$ cat src/rtl/ysyx_040750_imem_resp.sv
// Instruction-fetch responder: one outstanding fetch, 64-bit memory read, 32-bit half select.
// Define YSYX_040750_IBUF_EN to add a one-entry line buffer that serves repeat fetches without memory access.
//
// state | meaning
// IDLE  | no request in flight, ready to accept
// REQ   | memory read request asserted, waiting for grant
// WAIT  | granted, waiting for read data
// RESP  | O_inst_valid pulse; may accept the next request
module ysyx_040750_imem_resp #(
   parameter logic [31:0] ERR_INST  = 32'h00100073,
   parameter int unsigned BUF_TAG_W = 29
) (
   input  logic        I_sys_clk,
   input  logic        I_rst,
   input  logic        I_pc_valid,
   input  logic [31:0] I_addr,
   input  logic        I_fencei,
   output logic        O_inst_ready,
   output logic        O_inst_valid,
   output logic [31:0] O_inst,
   output logic        O_mem_req,
   output logic [31:0] O_mem_addr,
   input  logic        I_mem_gnt,
   input  logic        I_mem_rvalid,
   input  logic [63:0] I_mem_rdata,
   input  logic        I_mem_err
);

   typedef enum logic [1:0] {
      ST_IDLE = 2'd0,
      ST_REQ  = 2'd1,
      ST_WAIT = 2'd2,
      ST_RESP = 2'd3
   } state_t;

   state_t      state_q, state_d;
   logic [31:2] addr_q, addr_d;
   logic [31:0] inst_q, inst_d;

   logic        accept;
   logic        misalign;
   logic        buf_hit;
   logic [31:0] buf_inst;
   logic        fill;
   logic [31:0] rd_sel;

   assign O_inst_ready = (state_q == ST_IDLE) || (state_q == ST_RESP);
   assign O_inst_valid = (state_q == ST_RESP);
   assign O_mem_req    = (state_q == ST_REQ);
   assign O_mem_addr   = {addr_q[31:32-BUF_TAG_W], {(32-BUF_TAG_W){1'b0}}};
   assign O_inst       = inst_q;

   assign accept   = I_pc_valid && O_inst_ready && !I_fencei;
   assign misalign = (I_addr[1:0] != 2'b00);
   assign rd_sel   = addr_q[2] ? I_mem_rdata[63:32] : I_mem_rdata[31:0];

   // Read data counts only while a read is actually outstanding; stray rvalid elsewhere is dropped.
   assign fill = I_mem_rvalid &&
                 (((state_q == ST_REQ) && I_mem_gnt) || (state_q == ST_WAIT));

`ifdef YSYX_040750_IBUF_EN
   logic                 buf_vld_q, buf_vld_d;
   logic [BUF_TAG_W-1:0] buf_tag_q, buf_tag_d;
   logic [63:0]          buf_data_q, buf_data_d;
   logic                 taint_q, taint_d;

   assign buf_hit  = buf_vld_q && (buf_tag_q == I_addr[31:32-BUF_TAG_W]);
   assign buf_inst = I_addr[2] ? buf_data_q[63:32] : buf_data_q[31:0];

   // taint marks a read that overlapped a fence.i; its data may be stale and must not be cached.
   always_comb begin
      buf_vld_d  = buf_vld_q;
      buf_tag_d  = buf_tag_q;
      buf_data_d = buf_data_q;
      taint_d    = taint_q;
      if (accept) begin
         taint_d = 1'b0;
      end else if (I_fencei && ((state_q == ST_REQ) || (state_q == ST_WAIT))) begin
         taint_d = 1'b1;
      end
      if (fill && !I_mem_err && !taint_q) begin
         buf_vld_d  = 1'b1;
         buf_tag_d  = addr_q[31:32-BUF_TAG_W];
         buf_data_d = I_mem_rdata;
      end
      if (fill && I_mem_err) begin
         buf_vld_d = 1'b0;
      end
      if (I_fencei) begin
         buf_vld_d = 1'b0;
      end
   end

   always_ff @(posedge I_sys_clk) begin
      if (I_rst) begin
         buf_vld_q  <= 1'b0;
         buf_tag_q  <= '0;
         buf_data_q <= '0;
         taint_q    <= 1'b0;
      end else begin
         buf_vld_q  <= buf_vld_d;
         buf_tag_q  <= buf_tag_d;
         buf_data_q <= buf_data_d;
         taint_q    <= taint_d;
      end
   end
`else
   assign buf_hit  = 1'b0;
   assign buf_inst = 32'h0;
`endif

   always_comb begin
      state_d = state_q;
      addr_d  = addr_q;
      case (state_q)
         ST_IDLE, ST_RESP: begin
            if (accept) begin
               addr_d  = I_addr[31:2];
               state_d = (misalign || buf_hit) ? ST_RESP : ST_REQ;
            end else begin
               state_d = ST_IDLE;
            end
         end
         ST_REQ: begin
            if (I_mem_gnt) begin
               state_d = I_mem_rvalid ? ST_RESP : ST_WAIT;
            end
         end
         ST_WAIT: begin
            if (I_mem_rvalid) begin
               state_d = ST_RESP;
            end
         end
         default: state_d = ST_IDLE;
      endcase
   end

   always_comb begin
      inst_d = inst_q;
      if (fill) begin
         inst_d = I_mem_err ? ERR_INST : rd_sel;
      end else if (accept && misalign) begin
         inst_d = ERR_INST;
      end else if (accept && buf_hit) begin
         inst_d = buf_inst;
      end
   end

   always_ff @(posedge I_sys_clk) begin
      if (I_rst) begin
         state_q <= ST_IDLE;
         addr_q  <= '0;
         inst_q  <= 32'h0;
      end else begin
         state_q <= state_d;
         addr_q  <= addr_d;
         inst_q  <= inst_d;
      end
   end

endmodule

$ cat config.mk
export PLATFORM = sky130hd
export DESIGN_NAME = ysyx_040750_imem_resp
export DESIGN_NICKNAME = d
export VERILOG_FILES = /design/src/rtl/ysyx_040750_imem_resp.sv
export SDC_FILE = /design/constraint.sdc
export NUM_CORES = 1
export LEC_CHECK = 0
export ABC_CLOCK_PERIOD_IN_PS = 1700
export CAP_MARGIN = 20
export CORE_UTILIZATION = 30
export DETAILED_ROUTE_END_ITERATION = 16
export PLACE_DENSITY = 0.67
export SYNTH_ARGS = -nofsm -noshare
export SYNTH_HDL_FRONTEND = slang
export SYNTH_SLANG_ARGS = --single-unit
$ cat constraint.sdc
create_clock -name I_sys_clk -period 1.7 [get_ports I_sys_clk]
set_input_delay 0.51 -clock I_sys_clk [delete_from_list [all_inputs] [get_ports I_sys_clk]]
set_output_delay 0.51 -clock I_sys_clk [all_outputs]
set_load 0.1 [all_outputs]
# Yosys cells after proc, flatten, opt, wreduce, memory -nomap -nowiden
# Index checks and enable logic that the tools add are counted.
# totals
ff_bits	64
latch_bits	0
mem_bits_rw	0
rom_bits	0
inputBits	103
out_inout_bits	67
n_memories	0
# op_classes
addsub	0
multipliers	0
div_mod_pow	0
order_cmp	0
n_eq_ne	5
n_shift	0
muxes	10
n_bitwise	0
n_reduce_logical	14
# ops
operator	n
two-way mux 32 bit	4
two-way mux 2 bit	4
case mux 2 bit (3 select lines)	1
logical AND 1 bit	5
== test 2 bit (second input constant)	2
AND reduction 2 bit	2
nonzero test 2 bit	2
== test 2 x 1 -> 1 bit (second input constant)	1
zero test 2 bit	1
logical OR 1 bit	2
inequality test 2 x 1 -> 1 bit (second input constant)	1
inequality test 2 bit (second input constant)	1
OR reduction 2 bit	1
zero test 1 bit	1
two-way mux 1 bit	1

# Longest topological paths before layout
# Gate-level depths: netlist of the first run.
# logic_depth
depth_word	7
mapped_depth	8
ltp_nobuf	5

# Worst setup path after synthesis of the first run
# OpenSTA, ideal clock, no wires.
# synth_timing
path_type	reg-to-reg
from	register state_q[0]
to	register inst_q[10] (netlist: O_inst[10])
setup_time_ns	0.129
arrival_ns	2.130
required_time_ns	1.571
setup_slack_ns	-0.559
path_stages_with_launch	9
n_path_buf	3
period_less_slack_ns	2.259
path_cell_list	dfxtp_1 inv_1 ha_1 and3b_1 buf_2 a22o_1 buf_6 buf_6 o32ai_2
# synth_via
elab_chain_len	6
elab_cells_between_ends	13
classes_between	eq/ne: 3; mux: 1; reduce/logical: 9
# synth_rtl
item	line	rtl
start: declaration	36	state_t state_q, state_d;
start signal: assignment	155	state_q <= state_d;
== test 2 bit / zero test 2 bit (equally long branches)	47	assign O_inst_ready = (state_q == ST_IDLE) || (state_q == ST_RESP);
logical OR 1 bit (*)	47	
net O_inst_ready	18	output logic O_inst_ready,
logical AND 1 bit (*) (2 in series)	53	assign accept = I_pc_valid && O_inst_ready && !I_fencei;
logical AND 1 bit (*)	142	end else if (accept && misalign) begin
nonzero test 2 bit (no line) (*)	n/a	
end signal: assignment	157	inst_q <= inst_d;
end: declaration	38	logic [31:0] inst_q, inst_d;
# Mark *: on every way through the listed nets, which the timed path passes. The rest lies on a longest branch.
# A chain may end at the register's enable or synchronous reset.

# Worst setup path in the final report of the first run
# layout_timing
from	register state_q[0]
to	output port O_inst_ready
# layout_via
elab_chain_len	2
elab_cells_between_ends	3
classes_between	eq/ne: 1; reduce/logical: 2
# layout_rtl
item	line
== test 2 bit / zero test 2 bit (equally long branches)	47
logical OR 1 bit (*)	47
end: declaration	18
# Every way passes the cells marked *; elsewhere a longest branch is shown, timed or not.

==> impl_results.md, run 1 <==
- Worst setup margin: -0.0399 ns
- Lkg Pwr: a little over 0.002 uW
- Final nets: approximately 580
- Vias in the first global route: approximately 2800
- Port buffer count: 166
- Largest family of logic cells by synthesized area: compound AO/OA/AOI/OAI gates
- Routed wire length: 8870 um
- Cell Chain, Critical Path: inv_4, ha_4, buf_12
- Post-synthesis adder-cell area fraction: 0.0118
- Antenna Diode Count: 0
- Critical path class: flop to primary output
- Hpwl dp: around 6600 um
- Fin util: 0.551
- Pre-CTS setup slack: -0.234 ns
- Failing checks: setup timing
- Syn avg cell area: between 9 and 10 um2
- CP delay by family, top: flip-flops
- CP Data Arrival Time: around 1.2 ns
- WL/cell: 14.5 um
- Maxcap violations: 0
- H-tree levels: 3
- Critical Path RT: 1.19 ns
- Via count: about 2800
- Longest Clk Path Bufs: 2
- First-pass GRT wire length: roughly 14000 um
- Largest net degree at the start of global routing: 65
- Drt pass-1 iters: 4
- Commonest non-fill, non-tap cell in the layout: clkdlybuf4s50_1
- Final GP Congestion: just over 0.7
- Bufs and invs on worst path: 2
- Skew-Pair Late Insertion Delay: between 0.3 and 0.4 ns
- Hold/Removal Path Class: flop to flop
- Max Fclk: ~570 MHz
- Vias/cell: 4.63
- YS warnings: 0
- # fillers: around 900
- CP peak stage delay: just under 0.4 ns
- # clock sinks: between 60 and 70
- Total CTS buffers: 9
- Initial Util: 0.309
- IO Count: between 150 and 200
- Std-Cell Rows: 37
- Final setup fails: 1
- Core area: between 10000 and 15000 um2
- CTS tree: yes
- Mux share of post-synthesis cell area: 0.0817
- Power density cells: around 1300 nW/um2
- Worst hold margin: between 0.4 and 0.5 ns
- Post-Syn Area: ~3200 um2
- Simple-gate area share of the yosys netlist: 0.152
- Finished Cell Area: 5690 um2
- Unique masters post-synth: 27
- DRT antenna net count: 0
- Most frequent cells in the layout: clkdlybuf4s50_1, buf_12, dfxtp_1, nand2_1, a21oi_1
- Worst-path fanout max: 4
- Post-synthesis xor/xnor area fraction: 0
- Die Area: 11000 um2
- Slew Limit Fails: 0
- Setup repair after global routing missed its margin: yes
- Placed cell areas: roughly 5500 um2
- DR iter-0 viols: between 100 and 150
- Final Hold Fails: 0
- Status: finished with violations
- Area delta synth->final: 78.6%
- Register area share after synthesis: 0.402
- Share of post-route cells with drive strength above 1: 0.256
- Final worst-path cycle share: 1.02
- Setup TNS: -0.0399 ns
- DRC violations left: 0
- Post-CTS Setup Repair Bufs: 0
- Root buffer cell: clkbuf_8
- CP Capture Type: primary output
- Slowest CP cell: dfxtp_4
- Compound-cell area share of the yosys netlist: 0.217
- GRT overflow: 0
- Clock transition at the registers of the reported paths: roughly 0.07 ns
- Post-layout minimum cycle time: 1.74 ns
- Kind of start point of the critical path: flop
- Post-synthesis register bit count: 64
- Mapped Cells: around 340
- CTS Hold Bufs: 0
- Initial antenna violation count: 0
- Chip height: around 110 um
- GRT Util Overall: 0.163
- Worst vdd rail ir drop: approximately 0.00059 V
- Die width: 105 um
- Clock skew: around 0.013 ns
==> layer usage <==
metal	routed length, um	vias to the layer above	track usage
met3	738	11	0.0605
li1	-	1403	-
met1	3760	1312	0.191
met4	110	0	0.0483
met2	4270	107	0.274
met5	0	-	0
==> worst paths after layout <==
kind                                               from                       to  slack, ns  cells past startpoint
worst min-delay path            addr_q[19]$_SDFFE_PP0P_  addr_q[19]$_SDFFE_PP0P_       0.49                      2
worst max register to register  state_q[0]$_SDFFE_PP0P_  addr_q[17]$_SDFFE_PP0P_       0.10                      6
worst min register to register  addr_q[19]$_SDFFE_PP0P_  addr_q[19]$_SDFFE_PP0P_       0.49                      2
worst max-delay path            state_q[0]$_SDFFE_PP0P_             O_inst_ready      -0.04                      3
==> Yosys cell counts <==
master | count | share of area
nand2b_1 | 28 | 0.055
and2_0 | 1 | 0.0020
dfxtp_1 | 64 | 0.40
a22oi_1 | 1 | 0.0024
inv_1 | 9 | 0.011
nor2b_1 | 6 | 0.012
a211oi_1 | 8 | 0.019
nand2_2 | 1 | 0.0020
conb_1 | 1 | 0.0012
clkbuf_1 | 9 | 0.011
buf_4 | 36 | 0.085
a22o_1 | 1 | 0.0027
nand3b_1 | 1 | 0.0024
ha_1 | 3 | 0.012
buf_2 | 11 | 0.017
nand2_1 | 60 | 0.071
buf_6 | 3 | 0.011
and3b_1 | 1 | 0.0027
o32ai_2 | 20 | 0.10
or2_2 | 1 | 0.0020
and2_1 | 1 | 0.0020
a221oi_1 | 6 | 0.016
o32ai_1 | 6 | 0.016
a21oi_1 | 34 | 0.053
or2_1 | 1 | 0.0020
mux2i_1 | 26 | 0.082
a21o_1 | 2 | 0.0047
==> worst reg2reg max path: cells and delay by family, from the launching register on <==
family	cells	cell delay [ns]
compound gates	1	0.14
fa+ha+maj	1	0.29
buf+inv	2	0.36
flops	1	0.39
simple gates	2	0.35
==> state kept, by name (all words and copies together) (netlist names) <==
| name | cells |
|---|---|
| state_q | 2 |
| addr_q | 30 |
| O_inst | 32 |
==> metrics by stage <==
stage                     total power (uW)  cells
after floorplan                       4640    343
after global placement                5930    597
after detailed placement              5980    597
after CTS                             7520    613
after global routing                  7750    612
final                                 7440    612
==> power by group <==
group	leakage, uW	internal, uW	switching (uW)	total (uW)
clock network	0.000117	874	627	1500
registers	0.000523	1720	234	1950
logic	0.00139	1550	2440	3990
==> what timing repair did <==
action	4_1_cts	5_1_grt
pin swaps	1	1
hold endpoints to repair	0	0
setup endpoints to repair	3	38
gates resized for setup	4	3
==> cell type report <==
type / instances / area, um2 / area share
timing repair buffer: 176 / 2450 / 0.430
multi-input combinational: 211 / 1520 / 0.267
sequential: 64 / 1290 / 0.227
tap: 136 / 170 / 0.0299
clock buffer: 10 / 138 / 0.0242
clock inverter: 6 / 91.3 / 0.0160
inverter: 9 / 36.3 / 0.00638
==> kinds of logic after synthesis <==
group | Yosys count
DFF | 64
adders and majority gates | 3
muxes | 26
other | 1
AOI/OAI and AO/OA | 78
buffers and inverters | 68
and+or+nand+nor | 101
No activity file was read; power rests on OpenSTA's default activity.
==> inputs of run 2 (changes only) <==
--- a/config.mk
+++ b/config.mk
@@ -7,6 +7,7 @@
 export LEC_CHECK = 0
 export ABC_CLOCK_PERIOD_IN_PS = 1700
 export CAP_MARGIN = 20
+export CORE_MARGIN = 2
 export CORE_UTILIZATION = 30
 export DETAILED_ROUTE_END_ITERATION = 16
 export PLACE_DENSITY = 0.67
==> impl_results.md, run 2 (synthesis results as in run 1) <==
- Drt pass-1 iters: 4
- Net Sw Power: between 3000 and 4000 uW
- Placed cell count: ~600
- Hold/Removal Path Class: flop to flop
- DR iter-0 viols: approximately 110
- CTS Hold Bufs: 0
- Die Area: roughly 11000 um2
- Vias/cell: approximately 4.6
- Final Hold Fails: 0
- Slew Limit Fails: 0
- Lkg Pwr: around 0.002 uW
- Final nets: around 580
- Std-Cell Rows: 37
- Share of post-route cells with drive strength above 1: 0.253
- Flop pwr share: 0.270
- Total CTS buffers: 9
- GRT overflow: 0
- GRT Util Overall: 0.160
- Setup repair after global routing missed its margin: yes
- Initial Util: 0.309
- DRC violations left: 0
- Final setup fails: 1
- WL/cell: 14.9 um
- Post-CTS Setup Repair Bufs: 0
- Largest net degree at the start of global routing: 65
- Worst setup margin: -0.0332 ns
- Clock skew: roughly 0.006 ns
- Worst vdd rail ir drop: about 0.00057 V
- Kind of start point of the critical path: flop
- Antenna Diode Count: 0
- Status: finished with violations
- H-tree levels: 3
- CP Data Arrival Time: 1.22 ns
- Skew-Pair Late Insertion Delay: around 0.33 ns
- Total power: between 7000 and 8000 uW
- Pre-CTS setup slack: -0.252 ns
- First-pass GRT wire length: approximately 14000 um
- # clock sinks: 64
- Max Fclk: just under 600 MHz
- Commonest non-fill, non-tap cell in the layout: clkdlybuf4s50_1
- DRT antenna net count: 0
- Fin cells: 611
- Internal power: between 3000 and 4000 uW
- Final worst-path cycle share: 1.02
- Longest Clk Path Bufs: 2
- Area delta synth->final: 77.6%
- Vias in the first global route: around 2800
- Via count: about 2800
- Post-layout minimum cycle time: between 1.5 and 2 ns
- Maxcap violations: 0
- Clock power share: 0.180
- IO Count: between 150 and 200
- Chip height: roughly 110 um
- Failing checks: setup timing
- Hpwl dp: roughly 6800 um
- Max reg flops: 32
- Critical Path RT: ~1.2 ns
- Logic pwr share: 0.550
- CTS tree: yes
- CP Capture Type: primary output
- Initial antenna violation count: 0
- Critical path class: flop to primary output
- Root buffer cell: clkbuf_8
- Clock transition at the registers of the reported paths: 0.07 ns
- Worst-path fanout max: 4
- Routed wire length: about 9100 um
- Switching Fraction: 0.450
- Port buffer count: ~170
- Core area: between 10000 and 15000 um2
- Power density cells: 1280 nW/um2
- Die width: between 100 and 150 um
- Final GP Congestion: 0.702
- Most frequent cells in the layout: clkdlybuf4s50_1, buf_12, dfxtp_1, nand2_1, a21oi_1
[run 2: power by group through the flow]
stage	clock network, uW	registers, uW	logic [uW]
floorplan	0	2520	2120
global placement	0	1960	3960
detailed placement	0	1980	3980
CTS	1370	1950	4000
global route	1420	1980	4150
finish	1310	1950	3980
[run 2: final cells by class]
cell class | instances | area, um2
fill | 895 | 4660
timing repair buffer | 175 | 2450
multi-input combinational | 211 | 1520
sequential | 64 | 1290
tap | 136 | 170
clock buffer | 11 | 141
clock inverter | 5 | 56.3
inverter | 9 | 36.3
[run 2: critical path, stage by stage (launching register included)]
cell and delay (ns):
dfxtp_4 0.38, inv_2 0.05, ha_4 0.29, buf_12 0.17
[run 2: layer usage]
layer,GRT usage,vias up,wire length [um]
met5,0,-,0
li1,-,1401,-
met1,0.187,1289,3710
met4,0.0427,0,105
met2,0.262,107,4320
met3,0.0772,7,955
[run 2: stage by stage]
stage	instance area [um2]	hold WS [ns]	setup TNS [ns]	utilization
after floorplan	3230	0.437	-1.41	-
after global placement	5450	0.480	-12.40	0.528
after detailed placement	5450	0.486	-13.07	0.528
after CTS	5650	0.495	-0.0740	0.548
after global routing	5660	0.510	-0.0888	0.548
final	5660	0.492	-0.0332	0.548
[run 2: final timing paths]
check | slack, ns | end | cells past startpoint | start
worst max-delay path | -0.03 | O_inst_ready | 3 | state_q[0]$_SDFFE_PP0P_
worst min-delay path | 0.49 | addr_q[25]$_SDFFE_PP0P_ | 2 | addr_q[25]$_SDFFE_PP0P_
worst max register to register | 0.07 | O_inst[24]$_SDFFE_PP0P_ | 6 | state_q[0]$_SDFFE_PP0P_
worst min register to register | 0.49 | addr_q[25]$_SDFFE_PP0P_ | 2 | addr_q[25]$_SDFFE_PP0P_
[run 2: timing repair]
item,in CTS,in global routing
setup endpoints to repair,3,42
cloned,0,0
pin swaps,1,0
resized for setup,4,5
==> RTL edit (settings of run 1) <==
`BUF_TAG_W`: 29 -> 21.
--- a/src/rtl/ysyx_040750_imem_resp.sv
+++ b/src/rtl/ysyx_040750_imem_resp.sv
@@ -9,5 +9,5 @@
 module ysyx_040750_imem_resp #(
    parameter logic [31:0] ERR_INST  = 32'h00100073,
-   parameter int unsigned BUF_TAG_W = 29
+   parameter int unsigned BUF_TAG_W = 21
 ) (
    input  logic        I_sys_clk,
Check against the original RTL: not equivalent (a bounded check fails within 4 cycles, from zero or initial values and one cycle with I_rst high).
==> RTL edit against run 1 <==
Setup slack improved by 0.066 ns; sequential power fell by 12%; power fell by 12%; sequential cell count fell by 8; critical path depth did not move; wire length fell by 6.5%; synthesized area fell by 12%; synthesized cell count fell by 11%; final area fell by 11%.
==> RTL edit: results (changes against run 1) <==
Non-Clock Buffer Area Fraction 0.451 (+0.0211); clock sinks 56 (-13%); Final HPWL DP 6030 um (-9.1%); fraction of the mapped netlist area in adder cells 0.0134 (+0.00160); CLK BUF 6 (-4); hold path start addr_q[26]; endpoint of the worst hold path addr_q[26]; bufs w/o clock 170 (-3.4%); DP Worst Slack -0.550 ns (-0.316 ns); Hold Path Depth 2 (unchanged); RD Place Congestion 0.772 (+8.4%); P_leak 1.89 nW (-6.9%); die area 0.00974 mm^2 (-12%); CP max stage delay 0.37 ns (-0.02 ns); sequential cell area fraction in the yosys report 0.400 (-0.00240); Nets 543 (-5.9%); reg-to-reg setup timing slack 0.05 ns (-0.05 ns); sequential share of cell area 0.222 (-0.00429); hold slack final 0.496 ns (+0.00326 ns); outcome completed; Layout Cells excl Fill 546 (-11%); sw frac 0.459 (+0.0160); port bufs 150 (-9.6%); Final Worst Setup Slack 0.0261 ns (+0.0660 ns); most frequent cells after synthesis dfxtp_1 (56), nand2_1 (44), buf_4 (38); Multi-input gate area 0.00137 mm^2 (-10%); Max IR drop VDD 0.00117 V (+100%); Synth Area in Compound Gates 0.201 (-0.0164); CTS Buf Count 5 (-4); H-tree depth 2 (-1); synth unique cells 31 (+15%); clk tree area frac 0.0239 (-0.0163); final design utilization 0.571 (+0.0202); Largest register FFs 32 (unchanged); Final Skew 0.00373 ns (-0.00944 ns); largest net degree at the start of global routing 36 (-45%); Clk pin slew, worst setup/hold paths 0.10 ns (+0.03 ns); initial DRC count 96 (-11%); multiplexer share of the synthesized area 0.0928 (+0.0111); Post-DP Area 0.00484 mm^2 (-11%); #MultiIn Comb 195 (-7.6%); total wire length 8300 um (-6.5%); latest clock arrival within the worst-skew pair 0.30 ns (-0.04 ns); Inverters, non-clock 9 (unchanged); first-pass GRT wire length 13100 um (-7.9%); layout cells sized above 1 0.240 (-0.0166); RR Endpoint O_inst[5]; DP Cell Count 531 (-11%); Synth area leaders dfxtp_1 (40%), buf_4 (10%), a32o_1 (9.3%); Fillers 789 (-13%)
-- RTL edit: what timing repair did --
item / 4_1_cts / 5_1_grt
buffers inserted: 5 / 2
gates cloned: 2 / 0
endpoints found under the setup margin: 34 / 30
pin swaps: 4 / 4
resized for setup: 6 / 8
-- RTL edit: power groups by stage --
stage	Sequential [mW]	Clock, mW	Combinational (mW)
2_1_floorplan	2.36	0	1.85
3_3_place_gp	1.74	0	3.60
3_5_place_dp	1.75	0	3.63
4_1_cts	1.71	0.946	3.80
5_1_grt	1.75	0.993	4.05
6_report	1.72	0.911	3.89
-- RTL edit: routing by layer --
| layer | GRT usage | vias up | share of wire |
|---|---|---|---|
| met2 | 0.311 | 95 | 0.51 |
| met5 | 0 | - | 0 |
| met1 | 0.201 | 1192 | 0.42 |
| met4 | 0.0425 | 0 | 0.0082 |
| met3 | 0.0348 | 6 | 0.057 |
| li1 | - | 1283 | - |
